**src/rtl/sig_lvl_ctrl.sv**
```systemverilog
// sig_lvl_ctrl: per-channel polarity-aware level controller driven by
// assert/deassert/toggle/timed-pulse commands over a valid/ready port.
module sig_lvl_ctrl #(
    parameter int                    P_CHANNELS    = 4,
    parameter logic [P_CHANNELS-1:0] P_ACTIVE_HIGH = '1,
    parameter int                    P_CNT_W       = 16,
    localparam int CH_W = (P_CHANNELS > 1) ? $clog2(P_CHANNELS) : 1
) (
    input  logic                  i_clk,
    input  logic                  i_rst_n,
    input  logic                  i_cmd_valid,
    output logic                  o_cmd_ready,
    input  logic [CH_W-1:0]       i_cmd_ch,
    input  logic [1:0]            i_cmd_op,
    input  logic [P_CNT_W-1:0]    i_cmd_len,
    output logic [P_CHANNELS-1:0] o_sig,
    output logic [P_CHANNELS-1:0] o_busy,
    output logic                  o_err
);

    if (P_CHANNELS < 1 || P_CHANNELS > 32) begin : g_bad_channels
        $error("sig_lvl_ctrl: P_CHANNELS must be within 1..32");
    end
    if (P_CNT_W < 1) begin : g_bad_cnt_w
        $error("sig_lvl_ctrl: P_CNT_W must be at least 1");
    end

    typedef enum logic [1:0] {
        S_OFF,
        S_ON,
        S_PULSE
    } state_t;

    localparam logic [1:0] OP_DEASSERT = 2'b00;
    localparam logic [1:0] OP_ASSERT   = 2'b01;
    localparam logic [1:0] OP_PULSE    = 2'b10;

    state_t             st      [P_CHANNELS];
    state_t             st_nxt  [P_CHANNELS];
    logic [P_CNT_W-1:0] cnt     [P_CHANNELS];
    logic [P_CNT_W-1:0] cnt_nxt [P_CHANNELS];

    logic                  ch_ok;
    logic                  tgt_pulse;
    logic                  accept;
    logic                  illegal;
    logic                  go;
    logic [P_CHANNELS-1:0] hit;
    logic [P_CHANNELS-1:0] act_nxt;
    logic [P_CHANNELS-1:0] busy_nxt;

    always_comb begin
        ch_ok     = 32'(i_cmd_ch) < 32'(P_CHANNELS);
        tgt_pulse = 1'b0;
        hit       = '0;
        for (int i = 0; i < P_CHANNELS; i++) begin
            if (i_cmd_ch == CH_W'(i)) begin
                hit[i] = 1'b1;
                if (st[i] == S_PULSE) tgt_pulse = 1'b1;
            end
        end

        // Only an abort may interrupt a running pulse.
        o_cmd_ready = !(tgt_pulse && i_cmd_op != OP_DEASSERT);
        accept      = i_cmd_valid && o_cmd_ready;
        illegal     = !ch_ok || (i_cmd_op == OP_PULSE && i_cmd_len == '0);
        go          = accept && !illegal;

        for (int i = 0; i < P_CHANNELS; i++) begin
            st_nxt[i]  = st[i];
            cnt_nxt[i] = cnt[i];
            if (st[i] == S_PULSE) begin
                if ((go && hit[i] && i_cmd_op == OP_DEASSERT) ||
                    cnt[i] == P_CNT_W'(1)) begin
                    st_nxt[i]  = S_OFF;
                    cnt_nxt[i] = '0;
                end else begin
                    cnt_nxt[i] = cnt[i] - P_CNT_W'(1);
                end
            end else if (go && hit[i]) begin
                unique case (i_cmd_op)
                    OP_DEASSERT: st_nxt[i] = S_OFF;
                    OP_ASSERT:   st_nxt[i] = S_ON;
                    OP_PULSE: begin
                        st_nxt[i]  = S_PULSE;
                        cnt_nxt[i] = i_cmd_len;
                    end
                    default:
                        st_nxt[i] = (st[i] == S_ON) ? S_OFF : S_ON;
                endcase
            end
            act_nxt[i]  = st_nxt[i] != S_OFF;
            busy_nxt[i] = st_nxt[i] == S_PULSE;
        end
    end

    always_ff @(posedge i_clk or negedge i_rst_n) begin
        if (!i_rst_n) begin
            for (int i = 0; i < P_CHANNELS; i++) begin
                st[i]  <= S_OFF;
                cnt[i] <= '0;
            end
            o_sig  <= ~P_ACTIVE_HIGH;
            o_busy <= '0;
            o_err  <= 1'b0;
        end else begin
            for (int i = 0; i < P_CHANNELS; i++) begin
                st[i]  <= st_nxt[i];
                cnt[i] <= cnt_nxt[i];
            end
            o_sig  <= act_nxt ~^ P_ACTIVE_HIGH;
            o_busy <= busy_nxt;
            o_err  <= accept && illegal;
        end
    end

endmodule

```
**config.mk**
```make
export PLATFORM = sky130hd
export DESIGN_NAME = sig_lvl_ctrl
export DESIGN_NICKNAME = d
export VERILOG_FILES = /design/src/rtl/sig_lvl_ctrl.sv
export SDC_FILE = /design/constraint.sdc
export NUM_CORES = 1
export LEC_CHECK = 0
export BUFFER_PORTS_ARGS = -buffer_cell sky130_fd_sc_hd__buf_2
export CORE_ASPECT_RATIO = 2
export CORE_MARGIN = 1
export CORE_UTILIZATION = 61
export DETAILED_ROUTE_END_ITERATION = 8
export GPL_TIMING_DRIVEN = 0
export HOLD_SLACK_MARGIN = 0.1
export PLACE_DENSITY = 0.89
export SLEW_MARGIN = 40
export SYNTH_ARGS = -nofsm -noshare
export SYNTH_HDL_FRONTEND = slang
export SYNTH_SLANG_ARGS = --single-unit
```
**constraint.sdc**
```tcl
create_clock -name i_clk -period 2.9 [get_ports i_clk]
set_input_delay 0.29 -clock i_clk [delete_from_list [all_inputs] [get_ports i_clk]]
set_output_delay 0.29 -clock i_clk [all_outputs]
set_load 0.1 [all_outputs]
```
After elaboration in Yosys (flattened, before gate mapping)

Index checks and enable logic that the tools add are counted.

$add $sub $neg: 4
$mul: 0
Div/mod/pow operators: 0
$lt $le $gt $ge: 0
Equal/unequal tests: 21
Shift-type cells: 0
Multiplexer cells: 45
Bitwise operators: 0
Reductions and logical operators: 39

Operator list:

| cell                                                                 | count |
|---|---|
| 16-bit two-way mux                                                   | 13 |
| 16-bit by 1-bit == test with 1-bit output, second input constant     | 4 |
| 16-bit by 1-bit subtractor with 16-bit output, second input constant | 4 |
| 2-bit nonzero test                                                   | 13 |
| 2-bit two-way mux                                                    | 12 |
| 2-bit case mux with 3 select lines                                   | 4 |
| 2-bit == test, second input constant                                 | 11 |
| 16-bit zero test                                                     | 1 |
| 1-bit two-way mux                                                    | 16 |
| 1-bit logical AND                                                    | 13 |
| 2-bit by 1-bit == test with 1-bit output, second input constant      | 6 |
| 2-bit AND reduction                                                  | 4 |
| 2-bit zero test                                                      | 2 |
| 1-bit logical OR                                                     | 4 |
| 1-bit zero test                                                      | 2 |

Register bits after elaboration: 81
Latch bits: 0
Bits in writable memories: 0
Memory bits (read-only): 0
Output and inout port bits: 10
Memories kept: 0

Depth between registers and ports, before layout

Gate-level depths: netlist (run 1).

Depth after elaboration: 19
Mapped depth: 10
Gate-level depth less buffers: 8

Least setup slack after synthesis (run 1)

No wires, ideal clock.

Kind: in2reg
Start: input port i_cmd_ch[1]
End: register cnt[31] (netlist name)
Setup time: 0.126 ns
Data arrival time: 2.111 ns
Required time: 2.774 ns
Setup slack: 0.663 ns
Stages: 7
Cell sequence: clkbuf_1 > mux4_2 > a21bo_4 > buf_6 > a21oi_4 > nand2_2 > a311o_1

Cells in the longest elaborated chain, start to end: 17

RTL lines:

| element                         | RTL line | source |
|---|---|---|
| from (decl)                     | 13       | `input logic [CH_W-1:0] i_cmd_ch,` |
| 2-bit zero test                 | 57       | `if (i_cmd_ch == CH_W'(i)) begin` |
| 1-bit two-way mux               | 57       |  |
| 1-bit two-way mux               | 59       | `if (st[i] == S_PULSE) tgt_pulse = 1'b1;` |
| 1-bit two-way mux               | 57       |  |
| 1-bit two-way mux               | 59       |  |
| 1-bit two-way mux               | 57       |  |
| 1-bit two-way mux               | 59       |  |
| 1-bit two-way mux               | 57       |  |
| 1-bit logical AND               | 64       | `o_cmd_ready = !(tgt_pulse && i_cmd_op != OP_DEASSERT);` |
| 1-bit zero test                 | 64       |  |
| 1-bit logical AND               | 65       | `accept = i_cmd_valid && o_cmd_ready;` |
| 1-bit logical AND               | 67       | `go = accept && !illegal;` |
| 1-bit logical AND (*)           | 73, 80   |  |
| 1-bit logical AND               | 73       | `if ((go && hit[i] && i_cmd_op == OP_DEASSERT) \|\|` |
| 1-bit logical OR                | 73       |  |
| 16-bit two-way mux              | 73       |  |
| 16-bit two-way mux              | 72       | `if (st[i] == S_PULSE) begin` |
| to (signal, indexed assignment) | 109      | `cnt[i] <= cnt_nxt[i];` |
| to (decl)                       | 40       | `logic [P_CNT_W-1:0] cnt [P_CHANNELS];` |

Mark *: on every way between the ends. The rest lies on a longest branch, timed or not.
A chain may end at the register's enable or synchronous reset.

Final worst setup path (run 1)

Start: register cnt[1] (netlist name)
End: register cnt[8] (netlist name)

Cells in the longest elaborated chain, start to end: 4

RTL lines:

| element                                                                               | RTL line |
|---|---|
| branches (longest 2 deep; another with 16-bit by 1-bit subtractor with 16-bit output) | n/a |
| 16-bit two-way mux (*)                                                                | 73 |
| 16-bit two-way mux (*)                                                                | 72 |

Mark *: on every way between the ends.

==> results of run 1 <==
-- metrics by stage --
stage,hold slack (ps),setup WS (ps)
floorplan,-5.59,663
global placement,482,339
detailed placement,152,287
CTS,290,238
global route,303,18.8
finish,295,239
-- critical path: cells and delay by family (launching register included) --
kind,cells,cell delay (ps)
compound gates,1,220
xor+xnor,1,160
fa+ha+maj,1,210
buf+inv,2,240
flops,1,400
simple gates,3,1330
-- cell usage in the layout (no fill, tap or decap), drive strengths merged, types with 3 or more instances in the layout --
master   n
o31ai    3
nand2b   8
ha       8
a22oi    9
o22ai    9
xnor2    9
a32oi    5
or3      7
a221o    9
nor4    22
nand3   20
mux2i    6
or2      3
dfrtp   81
a31oi   18
o311ai   6
nor3    34
clkbuf  29
and3     4
nor3b    5
nor2b   12
nand4    5
inv     17
xor2     4
o221ai   5
or4      4
nor2    56
o211ai   9
a211oi   5
o21ai   80
nand2   58
a21oi   37
and2     3
buf     37
-- power groups by stage --
| stage | logic [W] | registers [W] | clock network (W) |
|---|---|---|---|
| after floorplan | 0.00206 | 0.00230 | 0 |
| after global placement | 0.00296 | 0.00206 | 0 |
| after detailed placement | 0.00307 | 0.00211 | 0 |
| after CTS | 0.00310 | 0.00209 | 0.00127 |
| after global routing | 0.00343 | 0.00217 | 0.00131 |
| final | 0.00317 | 0.00212 | 0.00126 |
-- how the worst max path moves through the flow --
| stage | startpoint | slack (ps) | end |
|---|---|---|---|
| 2_1_floorplan | i_cmd_ch[1] | 660 | cnt[31]$_DFFE_PN0P_ |
| 3_3_place_gp | i_cmd_ch[1] | 340 | cnt[59]$_DFFE_PN0P_ |
| 3_5_place_dp | i_cmd_ch[1] | 290 | cnt[59]$_DFFE_PN0P_ |
| 4_1_cts | cnt[17]$_DFFE_PN0P_ | 240 | cnt[18]$_DFFE_PN0P_ |
| 5_1_grt | cnt[25]$_DFFE_PN0P_ | 20 | cnt[18]$_DFFE_PN0P_ |
| 6_report | cnt[1]$_DFFE_PN0P_ | 240 | cnt[8]$_DFFE_PN0P_ |
-- final cells by class --
| cell class | instances | area [um^2] |
|---|---|---|
| sequential | 81 | 2030 |
| tap | 96 | 120 |
| multi-input combinational | 480 | 2870 |
| inverter | 16 | 60.1 |
| timing repair buffer | 29 | 179 |
| buffer | 28 | 133 |
| clock inverter | 6 | 90.1 |
| fill | 633 | 2280 |
| clock buffer | 10 | 239 |
-- metal layers --
layer  vias up  track usage (%)  part of all wire, %
met1      2507             44.2                   34
met4         0             31.1                  7.9
met3       113             9.11                  8.2
met2       326             63.3                   50
li1       2359                -                    -
met5         -                0                    0
-- what timing repair did --
action / CTS / global route
endpoints found under the setup margin: 0 / 2
endpoints found under the hold margin: 21 / 0
gates resized for setup: 0 / 1
hold buffers: 1 / 0
-- flip-flops by register name, summed over array words and instances, names as in the netlist --
name    cells
cnt        64
st          8
o_err       1
o_sig       4
o_busy      4
-- cell families after synthesis --
kind of cell             after synthesis  share of synthesized area (%)
AO/OA/AOI/OAI                        208                           26.5
XOR/XNOR                              13                           2.24
adder cells (fa/ha/maj)                8                           1.97
buffers and inverters                 44                           3.79
flip-flops                            81                           39.8
multiplexers                           7                           1.62
AND/OR/NAND/NOR                      244                           24.0
==> flow_summary.yaml, run 1 <==
run_status:
  status: "finished clean"
synth:
  ys_seq_area_share_pct: 39.8
  synth_flop_cell: "dfrtp_1"
  yosysMostFrequentCell: "dfrtp_1"
  ys_seq_elements: 81
  synth_async_sr_flop_share_pct: 100
  synth_edf_count: 0
  synth_area_leaders: "dfrtp_1 40%, o21ai_0 6.7%, nand2_1 4.2%"
  ys_types: 64
  synth_warnings: 0
  synth_nets: 636
  synth_common_cells: "81 x dfrtp_1, 68 x o21ai_0, 57 x nand2_1, 53 x nor2_1, 35 x a21oi_1"
  netlist_area_um2: 5090
  synth_top_area_share_pct: 39.8
  yosys.area.top_type: "dfrtp_1"
  netlist_instances: 605
  syn_area_per_cell_um2: 8.41
sta:
  fin_crit_sh_pct: 91.7
  worst_slew_margin_rel_pct: 43.6
  rsz0062_at_grt: "no"
  hold_viol_final: 0
  worst_pin_slew_ps: 842
  period_minus_slack_ps: 2660
  setup_viol: 0
  setup_tns_ps: 0
  clock.fmax_mhz: 376
  clock_skew_ps: 11.0
  report.final.slew_viol_count: 0
power_and_ir_drop:
  power.switching_w: 0.00312
  switching_share_pct: 47.5
  p_per_area_nw_per_um2: 1150
  power_w: 0.00655
  leakagePower_nw: 2.27
  pwr-share-comb_pct: 48.4
  ir_drop_mv: 0.848
  internal-power_w: 0.00344
  pwr-share-clk_pct: 19.3
  seqPwrFrac_pct: 32.4
min_path:
  hold_start: "i_cmd_len[14]"
  whs_path_depth: 3
  min_to: "cnt[62]$_DFFE_PN0P_"
  worstHoldPathType: "input port to flop"
cells_and_area:
  final_core_util_pct: 71.5
  stdcell_count: 746
  num_antenna_cells: 0
  syn2layout_area_growth_pct: 12.5
  drive_above_1_share_pct: 11.2
  final_nets: 676
  final_cell_area_um2: 5720
critical_path:
  worstSetupPathType: "flop to flop"
  crit_fanout: 5
  slowest_stage: "nor3_1"
  path_common_cell: "inv_1"
  cp_slowest_stage_delay_ps: 580
  cp.required_ps: 3160
  reg2reg_depth: 8
  crit_arrival_ps: 2920
  r2r_slack_ps: 240
  reg2reg_from: "cnt[1]$_DFFE_PN0P_"
  worstSetupStartpointType: "flop"
  rr_endpoint: "cnt[8]$_DFFE_PN0P_"
  end_kind: "flop"
  cp_cell_sequence: "inv_1, ha_1, or3b_1, nor3_1, inv_1, or3_1, xor2_1, o221ai_1"
clock_network:
  clk_pin_slew_worst_paths_ps: 70
  insertion_delay_ps: 350
  clock_path_buffers: 2
  cts_root_buf: "clkbuf_16"
  cts_setup_buffers: 0
  cts_tree: "done"
  cts_sinks: 81
  numCtsBuffers: 9
  cts_max_level: 3
drt:
  via_count: 5305
  dr.pass1.iters: 8
  drt_iter0_markers: 706
  viasPerCell: 7.11
  drt_drc_violations_left: 0
  routed_wl_mm: 16.5
  wire_per_inst_um: 22.1
  ant_nets: 0
global_routing:
  grt.overflow.total: 0
  grt_pass1_vias: 5216
  grt_max_degree: 61
  grtUsageTotal_pct: 40.0
  grt_first_pass_wirelength_mm: 25.9
  antenna_found_initial: 0
floorplan:
  top_level_ports: 33
  core-area_um2: 8000
  initial_core_util_pct: 63.6
  die_w_um: 66.6
  rows: 46
  die-area_um2: 8730
  die_y_um: 131
place:
  dp_hpwl_mm: 11.6
  gp_congestion: 1.01
  dpl_cell_area_um2: 5380
  placed_cells: 729
  portBuffers: 27
flow_run:
  drv_cap: 0
Power figures use the tool's default switching activity.
==> inputs of run 2 (changes only) <==
- BUFFER_PORTS_ARGS: -buffer_cell sky130_fd_sc_hd__buf_2 -> -buffer_cell sky130_fd_sc_hd__buf_4
==> run 2 against run 1 <==
Effect of this change:
- combinational power about the same
- hold slack got worse by 30 ps
- critical path depth unchanged
- design area up 1.2%
- sequential cell count did not move
- clock-buffer cell count stayed put
- non-clock buffer count down 1
- global-route usage shrank 0.47 points
- cell count down 0.13%
- sequential share of layout area down 0.43 points
- via count up 0.11%
==> flow_summary.yaml, run 2 (synthesis results as in run 1) <==
clock_network:
  cts_max_level: 3
  insertion_delay_ps: 350
  clk_pin_slew_worst_paths_ps: 60
  cts_setup_buffers: 0
  cts_tree: "done"
  cts_root_buf: "clkbuf_16"
  clock_path_buffers: 2
  numCtsBuffers: 9
  cts_sinks: 81
global_routing:
  grt_use_met1_pct: 46.6
  grtUsageTotal_pct: 39.5
  grt_first_pass_wirelength_mm: 26.0
  grt.overflow.total: 0
  antenna_found_initial: 0
  busiest_layer: "met2"
  use_met3_pct: 7.29
  grt_max_degree: 82
  grtUsageMet2_pct: 62.3
  grt_pass1_vias: 5160
power_and_ir_drop:
  leakagePower_nw: 2.30
  pwr-share-clk_pct: 20.9
  internal-power_w: 0.00362
  seqPwrFrac_pct: 31.7
  power.switching_w: 0.00307
  p_per_area_nw_per_um2: 1160
  switching_share_pct: 46.0
  ir_drop_mv: 0.674
  pwr-share-comb_pct: 47.4
sta:
  worst_slew_margin_rel_pct: 42.3
  report.final.slew_viol_count: 0
  setup_viol: 0
  fin_crit_sh_pct: 91.2
  rsz0062_at_grt: "no"
  period_minus_slack_ps: 2650
  worst_pin_slew_ps: 862
  fin_hold_ws_ps: 265
  setup_tns_ps: 0
  clock.fmax_mhz: 378
  clock_skew_ps: 8.75
  hold_viol_final: 0
drt:
  via_count: 5311
  ant_nets: 0
  viasPerCell: 7.13
  routed_wl_mm: 16.0
  wire_per_inst_um: 21.5
  drt_drc_violations_left: 0
  dr.pass1.iters: 6
  drt_iter0_markers: 721
place:
  gp_congestion: 1.02
  dp_hpwl_mm: 11.2
  dpl_cell_area_um2: 5420
  portBuffers: 27
floorplan:
  die_y_um: 131
  top_level_ports: 33
  die-area_um2: 8730
  core-area_um2: 8000
  rows: 46
  initial_core_util_pct: 63.6
  die_w_um: 66.6
cells_and_area:
  largest_register_ff_count: 64
  syn2layout_area_growth_pct: 13.8
  mostFrequentLayoutCell: "dfrtp_1"
  reg.largest.list: "cnt (64), st (8)"
  drive_above_1_share_pct: 10.9
  final_core_util_pct: 72.4
  fill_cells: 610
  top_register: "cnt"
  num_antenna_cells: 0
  multi_input_area_um2: 2870
  final_cell_area_um2: 5790
  final_nets: 675
  layout_common_cells: "81 x dfrtp_1, 68 x o21ai_0, 57 x nand2_1"
  seqCellArea_um2: 2030
flow_run:
  drv_cap: 0
critical_path:
  cp.required_ps: 3100
  crit_arrival_ps: 2840
  crit_fanout: 5
  worstSetupPathType: "flop to flop"
  worstSetupStartpointType: "flop"
  end_kind: "flop"
min_path:
  worstHoldPathType: "input port to flop"
run_status:
  status: "finished clean"
[run 2: layout make-up]
class                      count  area share (%)
multi-input combinational    480            49.6
sequential                    81            35.0
clock buffer                  10            3.95
timing repair buffer          28            3.78
buffer                        28            2.29
clock inverter                 6            2.25
tap                           96            2.07
inverter                      16            1.04
[run 2: timing repair]
item                                   in CTS  in global routing
endpoints found under the hold margin      81                  0
hold buffers                                1                  0
gates resized for setup                     0                  0
[run 2: layer usage]
metal	share of wire (%)	routed length, um
met1	35	5670
met2	50	8020
met3	7.7	1240
met4	6.9	1110
met5	0	0
[run 2: path summary, 6_finish.rpt]
| path | startpoint | end | slack (ps) | cells past startpoint |
|---|---|---|---|---|
| setup / recovery | cnt[0]$_DFFE_PN0P_ | cnt[8]$_DFFE_PN0P_ | 250 | 8 |
| hold reg to reg | cnt[63]$_DFFE_PN0P_ | cnt[63]$_DFFE_PN0P_ | 520 | 2 |
| setup reg to reg | cnt[0]$_DFFE_PN0P_ | cnt[8]$_DFFE_PN0P_ | 250 | 8 |
| hold / removal | i_cmd_len[10] | cnt[58]$_DFFE_PN0P_ | 270 | 3 |
| max in group asynchronous | i_rst_n | cnt[15]$_DFFE_PN0P_ | 1890 | 2 |
| min in group asynchronous | i_rst_n | cnt[40]$_DFFE_PN0P_ | 540 | 2 |
[run 2: metrics by stage]
step	total power, W	std cells	setup slack, ps
3_3_place_gp	0.00505	728	410
5_1_grt	0.00708	745	79.5
2_1_floorplan	0.00436	605	663
6_report	0.00669	745	254
4_1_cts	0.00662	745	338
3_5_place_dp	0.00520	728	319
[run 2: power groups by stage]
stage	Combinational, W	Sequential (W)	Clock, W
after floorplan	0.00206	0.00230	0
after global placement	0.00299	0.00206	0
after detailed placement	0.00310	0.00210	0
after CTS	0.00313	0.00210	0.00139
after global routing	0.00345	0.00218	0.00145
final	0.00317	0.00212	0.00139
[run 2: worst max-delay path: stages, from the launching register on]
cell,delay (ps)
dfrtp_1,420
inv_1,110
ha_1,200
or3b_1,390
nor3_1,610
inv_1,120
or3_1,340
xor2_1,160
o221ai_1,140
